==> src/rtl/snake_dir_ctrl.sv <==
// Purpose : turn four raw pushbuttons into the committed snake direction code (0=r,1=l,2=u,3=d,4=stopped).
// Latency : press pulse DEBOUNCE_CYCLES+2 cycles after a raw edge; bcd changes the cycle after tick/halt/restart.
// Backpressure: none; one pending turn is held and a newer press overwrites it.
//
// Ports:
//   clk, rst_n                    clock, async active-low reset
//   btn_r, btn_l, btn_u, btn_d    raw active-high buttons, asynchronous to clk
//   tick                          one-cycle game-step pulse; the only time a turn is committed
//   halt                          one-cycle stop request (collision)
//   restart                       one-cycle request to leave STOPPED
//   bcd                           registered direction code
//   moving                        high while running
//   turn_rejected                 one-cycle pulse after a tick that dropped a reversing turn
module snake_dir_ctrl #(
    parameter int DEBOUNCE_CYCLES = 50000,
    parameter int CNT_W           = 16
) (
    input  logic       clk,
    input  logic       rst_n,
    input  logic       btn_r,
    input  logic       btn_l,
    input  logic       btn_u,
    input  logic       btn_d,
    input  logic       tick,
    input  logic       halt,
    input  logic       restart,
    output logic [2:0] bcd,
    output logic       moving,
    output logic       turn_rejected
);

    localparam logic [CNT_W-1:0] CNT_LAST = CNT_W'(DEBOUNCE_CYCLES - 1);
    localparam logic [2:0]       CODE_STOP = 3'b100;

    typedef enum logic [1:0] {
        IDLE    = 2'd0,
        RUN     = 2'd1,
        STOPPED = 2'd2
    } state_t;

    // Bit index equals the direction code, so the priority encoder output is the code itself.
    logic [3:0] raw;
    logic [3:0] sync1;
    logic [3:0] sync2;
    logic [3:0] deb;
    logic [3:0] press;

    assign raw = {btn_d, btn_u, btn_l, btn_r};

    always_ff @(posedge clk or negedge rst_n) begin
        if (!rst_n) begin
            sync1 <= 4'b0;
            sync2 <= 4'b0;
        end else begin
            sync1 <= raw;
            sync2 <= sync1;
        end
    end

    for (genvar i = 0; i < 4; i++) begin : g_btn
        logic [CNT_W-1:0] cnt;
        logic             deb_q;

        // Counts consecutive samples that disagree with the accepted level; the level
        // flips on the DEBOUNCE_CYCLES-th one and any agreeing sample restarts the count.
        always_ff @(posedge clk or negedge rst_n) begin
            if (!rst_n) begin
                cnt   <= '0;
                deb_q <= 1'b0;
            end else if (sync2[i] != deb_q) begin
                if (cnt == CNT_LAST) begin
                    deb_q <= sync2[i];
                    cnt   <= '0;
                end else begin
                    cnt <= cnt + CNT_W'(1);
                end
            end else begin
                cnt <= '0;
            end
        end

        assign deb[i] = deb_q;
        // Press pulse is the cycle in which the level is about to rise, so the FSM sees
        // it on the same edge that the debounced level is updated.
        assign press[i] = sync2[i] & ~deb_q & (cnt == CNT_LAST);
    end

    // Priority r > l > u > d among simultaneous presses.
    logic       press_v;
    logic [1:0] press_code;

    always_comb begin
        press_v    = |press;
        press_code = 2'd0;
        if (press[0]) begin
            press_code = 2'd0;
        end else if (press[1]) begin
            press_code = 2'd1;
        end else if (press[2]) begin
            press_code = 2'd2;
        end else if (press[3]) begin
            press_code = 2'd3;
        end
    end

    state_t     state;
    logic       pend_v;
    logic [1:0] pend_code;

    // A same-cycle press is newer than anything pending, so it takes precedence.
    logic       cand_v;
    logic [1:0] cand_code;
    logic       cand_reverse;

    always_comb begin
        cand_v       = press_v | pend_v;
        cand_code    = press_v ? press_code : pend_code;
        // Opposite directions differ only in bit 0 (0<->1, 2<->3).
        cand_reverse = (cand_code == {bcd[1], ~bcd[0]});
    end

    always_ff @(posedge clk or negedge rst_n) begin
        if (!rst_n) begin
            state         <= IDLE;
            bcd           <= CODE_STOP;
            moving        <= 1'b0;
            turn_rejected <= 1'b0;
            pend_v        <= 1'b0;
            pend_code     <= 2'd0;
        end else begin
            turn_rejected <= 1'b0;
            case (state)
                IDLE, RUN: begin
                    if (halt) begin
                        state  <= STOPPED;
                        bcd    <= CODE_STOP;
                        moving <= 1'b0;
                        pend_v <= 1'b0;
                    end else if (tick) begin
                        pend_v <= 1'b0;
                        if (cand_v) begin
                            if (state == IDLE) begin
                                state  <= RUN;
                                moving <= 1'b1;
                                bcd    <= {1'b0, cand_code};
                            end else if (cand_reverse) begin
                                turn_rejected <= 1'b1;
                            end else begin
                                bcd <= {1'b0, cand_code};
                            end
                        end
                    end else if (press_v) begin
                        pend_v    <= 1'b1;
                        pend_code <= press_code;
                    end
                end
                STOPPED: begin
                    bcd    <= CODE_STOP;
                    moving <= 1'b0;
                    pend_v <= 1'b0;
                    if (restart) begin
                        state <= IDLE;
                    end
                end
                default: begin
                    state  <= IDLE;
                    bcd    <= CODE_STOP;
                    moving <= 1'b0;
                    pend_v <= 1'b0;
                end
            endcase
        end
    end

endmodule

==> config.mk <==
export PLATFORM = sky130hd
export DESIGN_NAME = snake_dir_ctrl
export DESIGN_NICKNAME = d
export VERILOG_FILES = /design/src/rtl/snake_dir_ctrl.sv
export SDC_FILE = /design/constraint.sdc
export NUM_CORES = 1
export LEC_CHECK = 0
export BUFFER_PORTS_ARGS = -buffer_cell sky130_fd_sc_hd__buf_2
export CELL_PAD_IN_SITES_DETAIL_PLACEMENT = 1
export CELL_PAD_IN_SITES_GLOBAL_PLACEMENT = 2
export CORE_MARGIN = 2
export CORE_UTILIZATION = 41
export DETAILED_ROUTE_END_ITERATION = 8
export PLACE_DENSITY_LB_ADDON = 0.1
export SLEW_MARGIN = 10
export SYNTH_ARGS = -nofsm -noshare
export SYNTH_HDL_FRONTEND = slang
export SYNTH_SLANG_ARGS = --single-unit
export TNS_END_PERCENT = 20
==> constraint.sdc <==
create_clock -name clk -period 2.8 [get_ports clk]
set_input_delay 0.56 -clock clk [delete_from_list [all_inputs] [get_ports clk]]
set_output_delay 0.56 -clock clk [all_outputs]
set_load 0.05 [all_outputs]
[Yosys cells after proc, flatten, opt, wreduce, memory -nomap -nowiden]
Cells that the tools add are included.
Word-level totals
  register bits after elaboration: 86
  input port bits: 9
  output and inout port bits: 5
  word-level logic and storage cells: 104
Operators by class
  add/sub/neg operators: 4
  equal/unequal tests: 17
  multiplexer cells: 40
  bitwise logic cells: 16
  reductions and logical operators: 11
Operators with widths (number)
  $mux W16: 8
  $add A16 B1 Y16 const B: 4
  $eq A16 B16 Y1 const B: 4
  $mux W2: 10
  $mux W3: 6
  $mux W1: 15
  $ne A3 B3 Y1 const B: 3
  $reduce_and A3 Y1: 3
  $and A1 B1 Y1: 8
  $ne A4 B4 Y1 const B: 2
  $reduce_and A2 Y1: 4
  $not A1 Y1: 7
  $ne A1 B1 Y1: 4
  $pmux W2 S2: 1
  $reduce_and A4 Y1: 1
  $reduce_or A4 Y1: 1
  $eq A2 B1 Y1 const B: 1
  $eq A2 B2 Y1: 1
  $eq A2 B2 Y1 const B: 1
  $logic_not A2 Y1: 1
  $ne A2 B2 Y1 const B: 1
  $reduce_or A2 Y1: 1
  $or A1 B1 Y1: 1

[Longest topological paths before layout]
Gate-level depths: netlist (run 1).
  word-level depth: 15
  depth in mapped cells: 8
  gate-level depth less buffers: 8

[Worst setup path before layout (run 1)]
Ideal clock, no wire load.
  path kind: reg2reg
  start: reg g_btn[2].cnt[0]
  end: reg bcd[0]
  setup time: 0.125 ns
  arrival: 2.076 ns
  required time: 2.675 ns
  path slack: 0.599 ns
  cell stages (with the launch flop): 8
  buffers on the path: 0
  clock period less this slack: 2.201 ns
  cell sequence: dfrtp_1 -> ha_1 -> and4_1 -> and4_1 -> or3_2 -> and4_4 -> nor3_2 -> mux2_4
Between the ends
  word-level cells in the longest chain between the ends: 12
  elaborated cells on any way between the ends: 18
  those cells by class: eq/ne (4); mux (10); bitwise (2); reduce/logical (2)
Ends and longest elaborated chain
  start, declared: RTL line 61  | logic [CNT_W-1:0] cnt;
  start signal, assigned: RTL line 75  | cnt <= cnt + CNT_W'(1);
  $eq A16 B16 Y1 (*): RTL line 85  | assign press[i] = sync2[i] & ~deb_q & (cnt == CNT_LAST);
  $and A1 B1 Y1 (*): RTL line 85
  $mux W2: RTL line 99  | end else if (press[2]) begin
  $mux W2: RTL line 97  | end else if (press[1]) begin
  $mux W2: RTL line 95  | if (press[0]) begin
  $mux W2
  $mux W3: RTL line 146  | end else if (cand_reverse) begin
  $mux W3: RTL line 142  | if (state == IDLE) begin
  $mux W3: RTL line 141  | if (cand_v) begin
  $mux W3: RTL line 139  | end else if (tick) begin
  $mux W3: RTL line 134  | if (halt) begin
  $mux W3: RTL line 132  | case (state)
  end signal, assigned: RTL line 145  | bcd <= {1'b0, cand_code};
  end signal, assigned: RTL line 149  | bcd <= {1'b0, cand_code};
  end, declared: RTL line 27  | output logic [2:0] bcd,
Every way passes the cells marked *; elsewhere a longest branch is shown, timed or not. The select of a mux whose other input is x is not followed.
A chain may end at the register's enable or synchronous reset.

[Worst setup path in the final report (run 1)]
  start: reg g_btn[0].cnt[4]
  end: reg bcd[0]
Between the ends
  word-level cells in the longest chain between the ends: 10
  elaborated cells on any way between the ends: 16
  those cells by class: eq/ne (4); mux (8); bitwise (2); reduce/logical (2)
Ends and longest elaborated chain (RTL line)
  start, declared: 61
  start signal, assigned: 75
  $eq A16 B16 Y1 (*): 85
  $and A1 B1 Y1 (*): 85
  $reduce_or A4 Y1 / $mux W2 (equally long branches): 93, 95
  $mux W2
  $mux W3: 146
  $mux W3: 142
  $mux W3: 141
  $mux W3: 139
  $mux W3: 134
  $mux W3: 132
Marks and branches as above.

==> results of run 1 <==
==> sequential cells by signal (all words and copies together) (netlist names) <==
name,flops
g_btn.deb_q,4
pend_code,2
moving,1
bcd,3
sync1,4
state,2
sync2,4
pend_v,1
g_btn.cnt,64
turn_rejected,1
==> cells in the mapped netlist (3+ instances only) <==
| cell type | count |
|---|---|
| nor2_1 | 90 |
| dfrtp_1 | 85 |
| xnor2_1 | 28 |
| xor2_1 | 26 |
| nand3_1 | 22 |
| inv_1 | 18 |
| nand2_1 | 14 |
| nand4_1 | 14 |
| and3_1 | 12 |
| ha_1 | 8 |
| nor3_1 | 7 |
| and4_1 | 6 |
| nand2b_1 | 5 |
| or3_1 | 5 |
| a21oi_1 | 4 |
| mux2_2 | 4 |
| nor4b_1 | 4 |
| nor4bb_1 | 4 |
| o21ai_0 | 4 |
| clkbuf_1 | 3 |
==> critical path: cells and delay by family, from the launching register on <==
| family | cells | cell delay (ns) |
|---|---|---|
| DFF | 1 | 0.47 |
| AOI/OAI and AO/OA | 1 | 0.29 |
| muxes | 1 | 0.31 |
| and+or+nand+nor | 4 | 1.19 |
==> stage by stage <==
step / util, % / worst slack [ns] / std cells
5_1_grt: 46.1 / 0.227 / 549
6_report: 46.1 / 0.419 / 549
3_5_place_dp: 44.1 / 0.391 / 533
4_1_cts: 46.1 / 0.380 / 549
3_3_place_gp: 44.1 / 0.438 / 533
2_1_floorplan: - / 0.599 / 390
==> cell families after synthesis <==
family	Yosys count
muxes	6
DFF	86
and+or+nand+nor	196
buffers and inverters	23
adders and majority gates	8
xor gates and xnor gates	54
AOI/OAI and AO/OA	17
==> worst max path at each step <==
stage,from,cells after the start,end,slack (ns)
after global routing,g_btn[1].cnt[12]$_DFF_PN0_,6,bcd[0]$_DFFE_PN0P_,0.23
after detailed placement,g_btn[1].cnt[12]$_DFF_PN0_,6,bcd[0]$_DFFE_PN0P_,0.39
after global placement,g_btn[1].cnt[12]$_DFF_PN0_,6,bcd[0]$_DFFE_PN0P_,0.44
after floorplan,g_btn[2].cnt[0]$_DFF_PN0_,7,bcd[0]$_DFFE_PN0P_,0.60
after CTS,g_btn[1].cnt[12]$_DFF_PN0_,6,bcd[0]$_DFFE_PN0P_,0.38
final,g_btn[0].cnt[4]$_DFF_PN0_,6,bcd[0]$_DFFE_PN0P_,0.42
==> layer usage <==
layer  track usage [%]  up-vias  wire (um)
met1              21.2     1378       3780
met4              5.57        0        102
li1                  -     1359          -
met3              6.03        8        247
met5                 0        -          0
met2              28.5       18       3930
==> power by group <==
| group | total (mW) | internal [mW] | switching (mW) |
|---|---|---|---|
| sequential | 1.28 | 1.26 | 0.0180 |
| clock | 0.845 | 0.422 | 0.424 |
| combinational | 0.0901 | 0.0292 | 0.0609 |
==> layout make-up <==
type / count / area (um^2) / share of cell area (%)
Inverter: 18 / 67.6 / 1.52
Tap cell: 133 / 166 / 3.75
Timing Repair Buffer: 15 / 95.1 / 2.14
Multi-Input combinational cell: 281 / 1770 / 39.8
Sequential cell: 86 / 2150 / 48.5
Clock buffer: 16 / 190 / 4.28
==> impl_metrics.ini, run 1 <==
[run_status]
status = finished, final reports clean

[synth]
synthMuxAreaShare_pct = 1.75
synth_top_area_cell = dfrtp_1
synth_top_area_share_pct = 53.0
synthAdderAreaFrac_pct = 2.49
synth_top_family_by_area = simple AND/OR/NAND/NOR gates
syn_nets = 407
synthSimpleGateAreaFrac_pct = 25.3
synth_cells = 390
synth_sequential_area_ratio_pct = 53.6
synth_async_sr_flop_share_pct = 100
synth_xor_area_share_pct = 11.8
netlist_area_mm2 = 0.00401
synth-edff-count = 0
ys_types = 47
ys_top_cells_by_area = dfrtp_1 53%, nor2_1 8.4%, xnor2_1 6.1%, xor2_1 5.7%, nand3_1 2.7%
synth_compound_area_share_pct = 2.77
avgSynthCellArea_um2 = 10.3
dominantRegCellSynth = dfrtp_1
ys_warn_count = 0
synth_seq_cells = 86

[place]
gp_congestion = 0.756
dp_hpwl_um = 5650
port_buffers = 13
dpl_cell_area_mm2 = 0.00425

[global_routing]
grt_pass1_wl_um = 13900
antenna_found_initial = 0
grt_overflow = 0
grtUsageTotal_pct = 17.3
grt_max_degree = 40
grt_pass1_vias = 2944

[sta]
rsz0062_at_grt = false
finalCritPeriodShare_pct = 85.1
finClkSkew_ns = 0.00851
setup_tns_ns = 0
max_freq_ghz = 0.420
hold_ws_ns = 0.173
finalSetupViolations = 0
tightest_slew_ns = 0.611
period_needed_ns = 2.38
slew_headroom_pct = 59.3
final_hold_viol_count = 0
slew_violations = 0

[die]
fp.dieW_um = 103
die_area_mm2 = 0.0106
coreArea_mm2 = 0.00964
fp-row-count = 36
initial_core_util_pct = 41.6
pin_count = 14
chipHeight_um = 103

[clock_network]
clock_latency_ns = 0.37
cts.sinks = 86
cts_setup_buffers = 0
path_clk_slew_ns = 0.08
clk_path_buf_depth = 2
cts_made_buffers = 9
post_cts_resized = 0
cts_tree = built
htree_levels = 3
cts_hold_buffers = 0
root_buffer = clkbuf_8

[drt]
drc = 0
ant_nets = 0
wl_per_cell_um = 14.7
wirelength_um = 8050
vias_per_cell = 5.03
drtIter0Drc = 41
vias = 2763
drtPass1Iterations = 4

[pwr]
ir_drop_uv = 295
total_power_mw = 2.22
powerDensity_mw_per_mm2 = 499
p_leak_nw = 1.94

[critical_path]
path_max_fanout = 7
crit_type = reg -> reg
cp.required_ns = 3.06
r2r-end = bcd[0]$_DFFE_PN0P_
r2r_cells = 6
crit_path_end_kind = flip-flop
arrival_ns = 2.64
rrSetupSlack_ns = 0.42
crit_path_max_incr_delay_ns = 0.47
crit_slowest_cell = dfrtp_1
worst_setup_path_start_kind = flip-flop
r2r_start = g_btn[0].cnt[4]$_DFF_PN0_
path_cells = nor4bb_1, and4_1, o2bb2a_1, and4_4, nor3_2, mux2_4

[layout]
final_cell_area_mm2 = 0.00444
fillers = 1115
final_nets = 428
diodes = 0
final_common_cell = nor2_1
syn_to_final_growth_pct = 10.7
layout_common_cells = 90 x nor2_1, 85 x dfrtp_1, 28 x xnor2_1
drive_gt1_share_pct = 10.1

[run]
maxCapViolations = 0

[hold_path]
worstHoldPathType = in -> async
(Power assumes the default switching activity.)
==> run 2: changes to the inputs <==
CORE_UTILIZATION = 36   (was 41)
==> run 2 against run 1 <==
Compared with the run above: wire length increased by 0.91%; clock power decreased by 1%; die area increased by 13%; global-route usage decreased by 1.9 points; cell area increased by 0.28%; setup slack improved by 0.032 ns; largest cell class unchanged.
==> impl_metrics.ini, run 2 (synthesized netlist as in run 1, its figures left out) <==
[clock_network]
cts_hold_buffers = 0
post_cts_resized = 0
clock_latency_ns = 0.36
clk_path_buf_depth = 2
cts.sinks = 86
htree_levels = 3
cts_tree = built
cts_setup_buffers = 0
cts_made_buffers = 9
root_buffer = clkbuf_8
path_clk_slew_ns = 0.09

[sta]
period_needed_ns = 2.35
finalSetupViolations = 0
finClkSkew_ns = 0.00955
slew_violations = 0
rsz0062_at_grt = false
final_hold_viol_count = 0
max_freq_ghz = 0.426
tightest_slew_ns = 0.655
finalCritPeriodShare_pct = 83.9
slew_headroom_pct = 56.3
setup_tns_ns = 0

[hold_path]
worstHoldPathType = in -> async

[global_routing]
grt_pass1_wl_um = 14200
antenna_found_initial = 0
grt_overflow = 0
grtUsageTotal_pct = 15.4
grt_pass1_vias = 2885
grt_max_degree = 43

[layout]
drive_gt1_share_pct = 10.8
diodes = 0
layout_common_cells = 90 x nor2_1, 85 x dfrtp_1, 28 x xnor2_1
final_common_cell = nor2_1
fillers = 1216
syn_to_final_growth_pct = 11.0
final_cell_area_mm2 = 0.00446
largest_reg_flops = 64
regArea_mm2 = 0.00215
multi_input_area_mm2 = 0.00177
top_register = g_btn.cnt
final_nets = 429

[drt]
vias = 2736
drtPass1Iterations = 4
wirelength_um = 8130
vias_per_cell = 4.91
wl_per_cell_um = 14.6
drtIter0Drc = 65
ant_nets = 0
drc = 0

[pwr]
powerDensity_mw_per_mm2 = 494
power.share.switching_pct = 23.5
p_leak_nw = 1.94
combPwrFrac_pct = 4.1
clkPwrFrac_pct = 37.8
power_frac_seq_pct = 58.1
ir_drop_uv = 197
p_int_mw = 1.69
power.switching_uw = 518

[critical_path]
crit_path_max_incr_delay_ns = 0.46
crit_type = reg -> reg
arrival_ns = 2.60
path_delay_family = simple AND/OR/NAND/NOR gates
path_max_fanout = 6
crit_path_start = g_btn[1].cnt[11]$_DFF_PN0_
path_cells = nor4bb_1, nand4_1, o2bb2a_1, and4_4, nor3_2, mux2_4
path_buf_inv = 0
cp.required_ns = 3.06
worst_setup_path_start_kind = flip-flop
crit_slowest_cell = dfrtp_1
r2r_start = g_btn[1].cnt[11]$_DFF_PN0_
crit_path_end_kind = flip-flop

[place]
dp_hpwl_um = 5820
gp_congestion = 0.733
dpl_cell_area_mm2 = 0.00427
port_buffers = 13

[run_status]
status = finished, final reports clean

[die]
fp-row-count = 38
coreArea_mm2 = 0.0108
fp.dieW_um = 110
pin_count = 14
initial_core_util_pct = 37.0
die_area_mm2 = 0.0120
chipHeight_um = 110

[run]
maxCapViolations = 0
run 2: final timing paths:
kind	to	cells after the start	slack, ns
setup / recovery	bcd[0]$_DFFE_PN0P_	6	0.45
hold / removal	g_btn[0].cnt[11]$_DFF_PN0_	1	0.08
setup reg to reg	bcd[0]$_DFFE_PN0P_	6	0.45
hold reg to reg	sync2[1]$_DFF_PN0_	0	0.35
max in group asynchronous	g_btn[3].cnt[10]$_DFF_PN0_	2	2.10
min in group clk	sync1[2]$_DFF_PN0_	1	0.30
run 2: cell type report:
cell class                      instances  area share [%]
Clock buffer                           13            3.79
Clock inverter                          3           0.393
Inverter                               18            1.52
Multi-Input combinational cell        281            39.7
Sequential cell                        86            48.3
Tap cell                              140            3.93
Timing Repair Buffer                   16            2.30
run 2: power by group through the flow:
stage          Combinational [mW]  Sequential [mW]  Clock, mW
3_5_place_dp               0.0956             1.30          0
4_1_cts                    0.0957             1.28      0.871
6_report                   0.0907             1.28      0.833
5_1_grt                     0.108             1.28      0.925
3_3_place_gp               0.0956             1.30          0
2_1_floorplan              0.0459             1.30          0
run 2: routing by layer:
metal	part of all wire [%]	GRT usage, %	up-vias
li1	-	-	1360
met1	51	21.3	1350
met2	45	23.2	17
met3	2.4	3.56	9
met4	1.7	6.51	0
met5	0	0	-
run 2: metrics by stage:
step	setup WS (ns)	power, mW	std cells	hold slack [ns]	utilization, %
after detailed placement	0.470	1.40	541	0.342	39.4
after floorplan	0.599	1.35	390	0.264	-
after CTS	0.439	2.25	557	0.0739	41.1
after global routing	0.300	2.32	557	0.0796	41.1
final	0.450	2.20	557	0.0787	41.1
after global placement	0.513	1.40	541	0.333	39.4
